[config.mk]
export PLATFORM = sky130hd
export DESIGN_NAME = truth_table_sweeper
export DESIGN_NICKNAME = d
export VERILOG_FILES = /design/src/rtl/truth_table_sweeper.sv
export SDC_FILE = /design/constraint.sdc
export NUM_CORES = 1
export LEC_CHECK = 0
export CAP_MARGIN = 30
export CORE_UTILIZATION = 45
export DETAILED_ROUTE_END_ITERATION = 6
export MAX_ROUTING_LAYER = met4
export PLACE_DENSITY = 0.69
export SLEW_MARGIN = 20
export SYNTH_ARGS = -nofsm -noshare
export SYNTH_HDL_FRONTEND = slang
export SYNTH_SLANG_ARGS = --single-unit
[constraint.sdc]
create_clock -name clk -period 2.1 [get_ports clk]
set_clock_uncertainty 0.05 [all_clocks]
set_input_delay 0.21 -clock clk [delete_from_list [all_inputs] [get_ports clk]]
set_output_delay 0.21 -clock clk [all_outputs]
set_load 0.02 [all_outputs]
[src/rtl/truth_table_sweeper.sv]
// Exhaustive truth-table sweeper: drives every N_IN-bit vector, samples dut_out, checks it against EXP_TABLE.
// Latency: done rises HOLD_CYCLES*2**N_IN + 1 clocks after the start edge.
// Backpressure: none; start is honoured only in IDLE/DONE and ignored while a sweep runs.
//
// Ports: clk, rst (async active-high), start; dut_in/dut_out connect the block under test;
// busy/done/pass, err_count, fail_seen, first_fail_vec report the sweep result.
// Optional macro SWEEP_SIGNATURE_EN adds a 16-bit CRC-16-CCITT MISR output 'signature'.
module truth_table_sweeper #(
  parameter int N_IN        = 2,
  parameter int N_OUT       = 1,
  parameter int HOLD_CYCLES = 10,
  parameter logic [N_OUT*(2**N_IN)-1:0] EXP_TABLE = 4'b1000
) (
  input  logic              clk,
  input  logic              rst,
  input  logic              start,
  output logic [N_IN-1:0]   dut_in,
  input  logic [N_OUT-1:0]  dut_out,
  output logic              busy,
  output logic              done,
  output logic              pass,
  output logic [N_IN:0]     err_count,
  output logic              fail_seen,
  output logic [N_IN-1:0]   first_fail_vec
`ifdef SWEEP_SIGNATURE_EN
  ,
  output logic [15:0]       signature
`endif
);

  localparam int              HW        = $clog2(HOLD_CYCLES);
  localparam logic [HW-1:0]   HOLD_LAST = HW'(HOLD_CYCLES - 1);
  localparam logic [N_IN-1:0] VEC_LAST  = {N_IN{1'b1}};

  typedef enum logic [1:0] {S_IDLE, S_DRIVE, S_DONE} state_t;

  state_t          state;
  logic [HW-1:0]   hold;
  logic [N_OUT-1:0] exp_out;
  logic            sample;
  logic            mismatch;

  always_comb begin
    exp_out = EXP_TABLE[int'(dut_in)*N_OUT +: N_OUT];
    sample  = (state == S_DRIVE) && (hold == HOLD_LAST);
    // Case inequality: an X/Z response counts as a mismatch in simulation;
    // in hardware it reduces to a plain bitwise compare.
    mismatch = (dut_out !== exp_out);
  end

  always_ff @(posedge clk or posedge rst) begin
    if (rst) begin
      state          <= S_IDLE;
      hold           <= '0;
      dut_in         <= '0;
      busy           <= 1'b0;
      done           <= 1'b0;
      pass           <= 1'b0;
      err_count      <= '0;
      fail_seen      <= 1'b0;
      first_fail_vec <= '0;
`ifdef SWEEP_SIGNATURE_EN
      signature      <= 16'hFFFF;
`endif
    end else begin
      case (state)
        S_IDLE, S_DONE: begin
          if (start) begin
            state          <= S_DRIVE;
            hold           <= '0;
            dut_in         <= '0;
            busy           <= 1'b1;
            done           <= 1'b0;
            pass           <= 1'b0;
            err_count      <= '0;
            fail_seen      <= 1'b0;
            first_fail_vec <= '0;
`ifdef SWEEP_SIGNATURE_EN
            signature      <= 16'hFFFF;
`endif
          end else if (state == S_DONE) begin
            // Result flags register one clock after the final sample so
            // pass sees the fully updated error count.
            busy <= 1'b0;
            done <= 1'b1;
            pass <= (err_count == '0);
          end
        end

        S_DRIVE: begin
          if (sample) begin
            hold <= '0;
            if (mismatch) begin
              err_count <= err_count + 1'b1;
              if (!fail_seen) begin
                fail_seen      <= 1'b1;
                first_fail_vec <= dut_in;
              end
            end
`ifdef SWEEP_SIGNATURE_EN
            signature <= {signature[14:0], 1'b0}
                       ^ ({16{signature[15]}} & 16'h1021)
                       ^ {{(16-N_OUT){1'b0}}, dut_out};
`endif
            // The last vector stays on dut_in once the sweep completes.
            if (dut_in == VEC_LAST) state  <= S_DONE;
            else                    dut_in <= dut_in + 1'b1;
          end else begin
            hold <= hold + 1'b1;
          end
        end

        default: state <= S_IDLE;
      endcase
    end
  end

endmodule

==> metrics.md <==
| Metric | Value |
|---|---|
| Req. time, crit path | `2240 ps` |
| Tightest Pin Transition | `664 ps` |
| Sw Pwr | `0.569 mW` |
| RSZ-0062 raised after global routing | `false` |
| Final min period | `1680 ps` |
| Core area | `1780 um^2` |
| GR Overflow Total | `0` |
| Yosys Warn Count | `0` |
| CP max stage delay | `550 ps` |
| Internal power | `0.832 mW` |
| IO Port Bufs | `14` |
| CTS root buf | `clkbuf_4` |
| Combinational share of power | `46.3%` |
| I/O Pins | `15` |
| CTS Buf Count | `3` |
| Max Buffers Root-to-Sink | `2` |
| Max-slew violation count | `0` |
| Final setup vio count | `0` |
| Row count | `15` |
| Vias in the first global route | `613` |
| Synth area leaders | `dfrtp_1 49%, ha_1 7.2%, mux2i_1 4.6%` |
| Met2 usage | `27.0%` |
| Setup WS post-layout | `419 ps` |
| Crit Path Category | `reg2reg` |
| Clock power share | `12.9%` |
| Fin nets | `110` |
| GP Congestion | `0.749` |
| FFs w/ async S/R, synth | `100%` |
| Status | `finished, final reports clean` |
| First-pass DRT Iterations | `4` |
| Worst-skew pair later-pin latency | `290 ps` |
| Post-synth top area share | `48.6%` |
| Most common cell after layout, fill and taps aside | `dfrtp_1` |
| CTS tree | `done` |
| Startpoint types | `register` |
| DRC marker count from the first detailed-route iteration | `12` |
| HPWL after detailed placement | `1250 um` |
| WP buf/inv | `1` |
| Post-CTS sizing | `0` |
| Clock transition at path regs | `100 ps` |
| Final antenna-violating net count | `0` |
| Area leader, netlist | `dfrtp_1` |
| Global route hottest layer | `met2` |
| Initial Util | `49.1%` |
| DIE AREA | `2120 um^2` |
| Area Overhead vs Synth | `20.5%` |
| Post-Syn Area | `875 um^2` |
| FMAX | `595 MHz` |
| Tcrit/Tclk final | `80.0%` |
| Fin. Hold Viols | `0` |
| Crit-path leading delay family | `simple AND/OR/NAND/NOR gates` |
| Total wire length | `1720 um` |
| CP arrival | `1820 ps` |
| FILL cells | `159` |
| CP endpoint kind | `register` |
| DR DRC count | `0` |
| Post-DP Area | `1030 um^2` |
| Pwr Density | `1330 nW/um^2` |
| Seq pwr share | `40.9%` |
| Die Ht | `46.1 um` |
| Total number of vias | `665` |
| Share of post-route cells with drive strength above 1 | `4.00%` |
| Chip width | `46.1 um` |
| H-tree Lvls | `1` |
| Postcts setup bufs | `0` |
| Largest net degree at the start of global routing | `18` |
| Ys flop type | `dfrtp_1` |
| Mean post-synth cell area | `10.3 um^2` |
| Global-route wire length before repair | `2700 um` |
| Critical-path cell list | `inv_1 -> ha_1 -> nand3b_1 -> or4_4 -> mux2i_1` |
| Ant. Diodes | `0` |
| #FFs+latches synth | `17` |
| Peak VDD IR | `0.000727 V` |
| Distinct cells, synth | `33` |
| Vias per inst | `5.32` |
| Slowest stage cell, crit path | `or4_4` |
| Total GRT Usage | `18.8%` |
| Initial antenna violation count | `0` |
| Switch share | `40.6%` |
| Post-Synthesis Cells | `85` |
| Place WS | `439 ps` |
| Commonest cells after routing, fill and taps aside | `17 x dfrtp_1, 14 x clkdlybuf4s50_1, 9 x nand2_1, 9 x inv_1, 5 x ha_1` |
| DR WL/cell | `13.8 um` |
| Final hold slack | `246 ps` |
| HP Class | `in2async` |
| Total leakage power | `0.495 nW` |
| GR Util met3 | `2.35%` |
| Hold-fix buffers, CTS | `0` |
| Clock Sinks | `17` |
| Syn_nets | `94` |
| Post-route cell area | `1050 um^2` |
| Critical path peak fanout | `4` |
| Global routing met1 resource utilization | `25.4%` |
| Setup TNS | `0 ps` |
| Seq/Total Area, Yosys | `48.6%` |
| Post-synth EDFFs | `0` |
| Max_cap viols | `0` |
| R2r setup slk | `420 ps` |
| Slew headroom | `55.7%` |
-- cell families after synthesis --
group | after synthesis | share of synthesized area [%]
AND/OR/NAND/NOR | 29 | 18.7
flip-flops | 17 | 48.6
AO/OA/AOI/OAI | 16 | 12.9
buffers and inverters | 12 | 6.01
adder cells (fa/ha/maj) | 5 | 7.15
multiplexers | 4 | 4.58
XOR/XNOR | 2 | 2.00
-- worst paths after layout --
kind	start	to	cells past startpoint
max reg2reg	hold[1]	first_fail_vec[1]	5
min	rst	first_fail_vec[1]	2
min in group clk	busy	busy	2
min reg2reg	busy	busy	2
max	hold[1]	first_fail_vec[1]	5
max in group asynchronous	rst	err_count[0]	2
-- synth_stat cells, types with 2 or more instances --
cell / n
inv_1: 9
nand2b_1: 2
a21o_1: 3
nand2_1: 9
o21ai_0: 2
and2b_1: 2
dfrtp_1: 17
o22ai_1: 2
o31ai_1: 2
ha_1: 5
nor2_1: 2
clkbuf_1: 2
nand3_1: 4
mux2i_1: 4
a21oi_1: 2
-- power groups by stage --
| stage | combinational [mW] | clock (mW) | sequential (mW) |
|---|---|---|---|
| 6_report | 0.649 | 0.180 | 0.572 |
| 5_1_grt | 0.709 | 0.192 | 0.590 |
| 4_1_cts | 0.655 | 0.187 | 0.572 |
| 3_5_place_dp | 0.652 | 0 | 0.577 |
| 3_3_place_gp | 0.632 | 0 | 0.572 |
| 2_1_floorplan | 0.353 | 0 | 0.642 |
-- registers in the layout, indices dropped and copies added, names as in the netlist --
signal,flops
err_count,3
fail_seen,1
first_fail_vec,2
done,1
pass,1
busy,1
state,2
hold,4
dut_in,2
-- worst register-to-register path, stage by stage, from the launching register on --
cell,delay [ps]
dfrtp_1,430
inv_1,100
ha_1,190
nand3b_1,130
or4_4,550
mux2i_1,130
-- layout make-up --
class                   count  area [um^2]  area share [%]
flip-flops and latches     17          425            40.4
well taps                  25         31.3            2.97
repair buffers             14          140            13.3
inverters                   9         33.8            3.21
clock buffers               4         26.3            2.49
multi-input cells          56          397            37.6
-- layer usage --
layer	wire length, um	up-vias	part of all wire (%)
li1	-	330	-
met1	834	318	48
met2	809	15	47
met3	56	2	3.3
met4	23	0	1.3
met5	0	-	0
-- per-stage QoR --
step / power (mW) / util [%] / cells
global placement: 1.20 / 57.6 / 121
global route: 1.49 / 59.1 / 125
CTS: 1.41 / 59.1 / 125
finish: 1.40 / 59.1 / 125
detailed placement: 1.23 / 57.6 / 121
floorplan: 0.995 / - / 85
Note: power is estimated with default switching activity, not from simulation.
==> variant, RTL diff (same flow settings) <==
Reset style: synchronous (`rst`), changed in one clocked block. Comments in the files are not updated.
--- a/src/rtl/truth_table_sweeper.sv
+++ b/src/rtl/truth_table_sweeper.sv
@@ -48,7 +48,7 @@
     mismatch = (dut_out !== exp_out);
   end
 
-  always_ff @(posedge clk or posedge rst) begin
+  always_ff @(posedge clk) begin
     if (rst) begin
       state          <= S_IDLE;
       hold           <= '0;
Check against the original RTL: differs if rst is asserted again (counterexample within 4 cycles, from zero or initial values and one cycle with rst high); with rst held inactive, the same outputs for 10 cycles.
==> variant against the unedited design <==
Design area rose by 2.3%; routed wire length rose by 10%; hold slack improved by 0.18 ns; global-route usage rose by 2.5 points; setup slack got worse by 0.030 ns; synthesized area rose by 2.6%; sequential cell count did not move.
Power is not compared: it rests on default switching activity, and its combinational part moved more than twofold at a synthesized area within 25%.
==> variant: results (changes against the unedited design) <==
metric,value,unit,change
layout cells sized above 1,7.08,%,+3.1 points
Mapped Cells,100,,+18%
Synth async-reset ratio,0,%,-100 points
"Seq/Total Area, Yosys",37.9,%,-11 points
Critical Path Fanout Max,7,,+3
Final #Nets,123,,+12%
vias post-DR,779,,+17%
first-pass GRT wire length,3170,um,+17%
ranking of synthesized cells by area,"dfxtp_1 38%, ha_1 7.0%, a21oi_1 5.6%, inv_1 2.9%, nand4_1 2.8%",,
hold crit path type,reg -> reg,,
RD Place Congestion,0.781,,+4.3%
largest net degree at the start of global routing,17,,-1
met2 GRT Util,31.4,%,+4.3 points
final count of pins violating max slew,0,,unchanged
Metal-1 WL,979,um,+17%
most instantiated cells after synthesis,"17 x dfxtp_1, 10 x a21oi_1, 7 x inv_1",,
final WL,1900,um,+10%
GRT Overall Usage,21.4,%,+2.5 points
Crit path largest cell delay,0.45,ns,-0.10 ns
synthesis warning total,0,,unchanged
Clock Path Buffers,2,,unchanged
Detailed Place HPWL,1310,um,+5.0%
DRT iter0 DRCs,14,,+2
Resized cells post-CTS,0,,unchanged
met1 Use GR,28.1,%,+2.8 points
syn nets,109,,+16%
Filler cells,178,,+12%
vias in the first global route,711,,+16%
Netlist cell types,35,,+6.1%
Synth Flop Type,dfxtp_1,,
Post-CTS Repair Setup Buffers,0,,unchanged
status,completed,,
Placed Instances,134,,+11%
wire length on met3,80,um,+43%
met3 usage in global routing,7.06,%,+4.7 points
Crit path max-delay family,simple AND/OR/NAND/NOR gates,,
Pre-antenna DRT Iters,4,,unchanged
Slew @ Worst Pin,0.659,ns,-0.00486 ns
post-route insts no fill,138,,+10%
P_leak,0.000409,uW,
met2 routed WL,816,um,+0.87%
Critical Path AT,1.85,ns,+0.03 ns
variant: changes by cell type after synthesis, moves of 3 or more:
| cell | unedited run | this run |
|---|---|---|
| or3_1 | 0 | 3 |
| a21oi_1 | 2 | 10 |
| nand2_1 | 9 | 4 |
| o211ai_1 | 0 | 3 |
| dfrtp_1 | 17 | 0 |
| dfxtp_1 | 0 | 17 |
| nand4_1 | 1 | 4 |
variant: kinds of logic after synthesis:
logic type,synth area share (%)
adder cells (fa/ha/maj),6.97
multiplexers,2.23
buffers and inverters,5.72
XOR/XNOR,2.93
AO/OA/AOI/OAI,18.8
AND/OR/NAND/NOR,25.4
flip-flops,37.9
variant: final cells by class:
type | count | area share [%]
Clock buffer | 4 | 2.44
Inverter | 7 | 2.44
Multi-Input combinational cell | 70 | 46.9
Sequential cell | 17 | 31.6
Tap cell | 25 | 2.90
Timing Repair Buffer | 15 | 13.7
variant: tightest hold or removal path, delay by kind of cell, from the launching register on:
family          cells  cell delay, ns
simple gates        1            0.07
compound gates      1            0.04
flops               1            0.34
variant: final timing paths:
check / startpoint / to / slack [ns] / depth (start not counted)
setup / recovery: dut_in[0] / first_fail_vec[0] / 0.39 / 4
hold / removal: done / done / 0.43 / 2
setup reg to reg: dut_in[0] / first_fail_vec[0] / 0.39 / 4
hold reg to reg: done / done / 0.43 / 2
variant: power groups by stage:
stage	sequential, uW	clock [uW]	combinational (uW)
3_5_place_dp	344	0	63.6
3_3_place_gp	343	0	62.7
6_report	336	177	64.2
2_1_floorplan	345	0	38.6
5_1_grt	338	201	70.8
4_1_cts	336	185	64.1
variant: per-stage QoR:
stage	utilization (%)	setup WS [ns]
6_report	59.8	0.389
3_3_place_gp	58.3	0.456
2_1_floorplan	-	0.428
4_1_cts	59.8	0.400
3_5_place_dp	58.3	0.433
5_1_grt	59.8	0.295
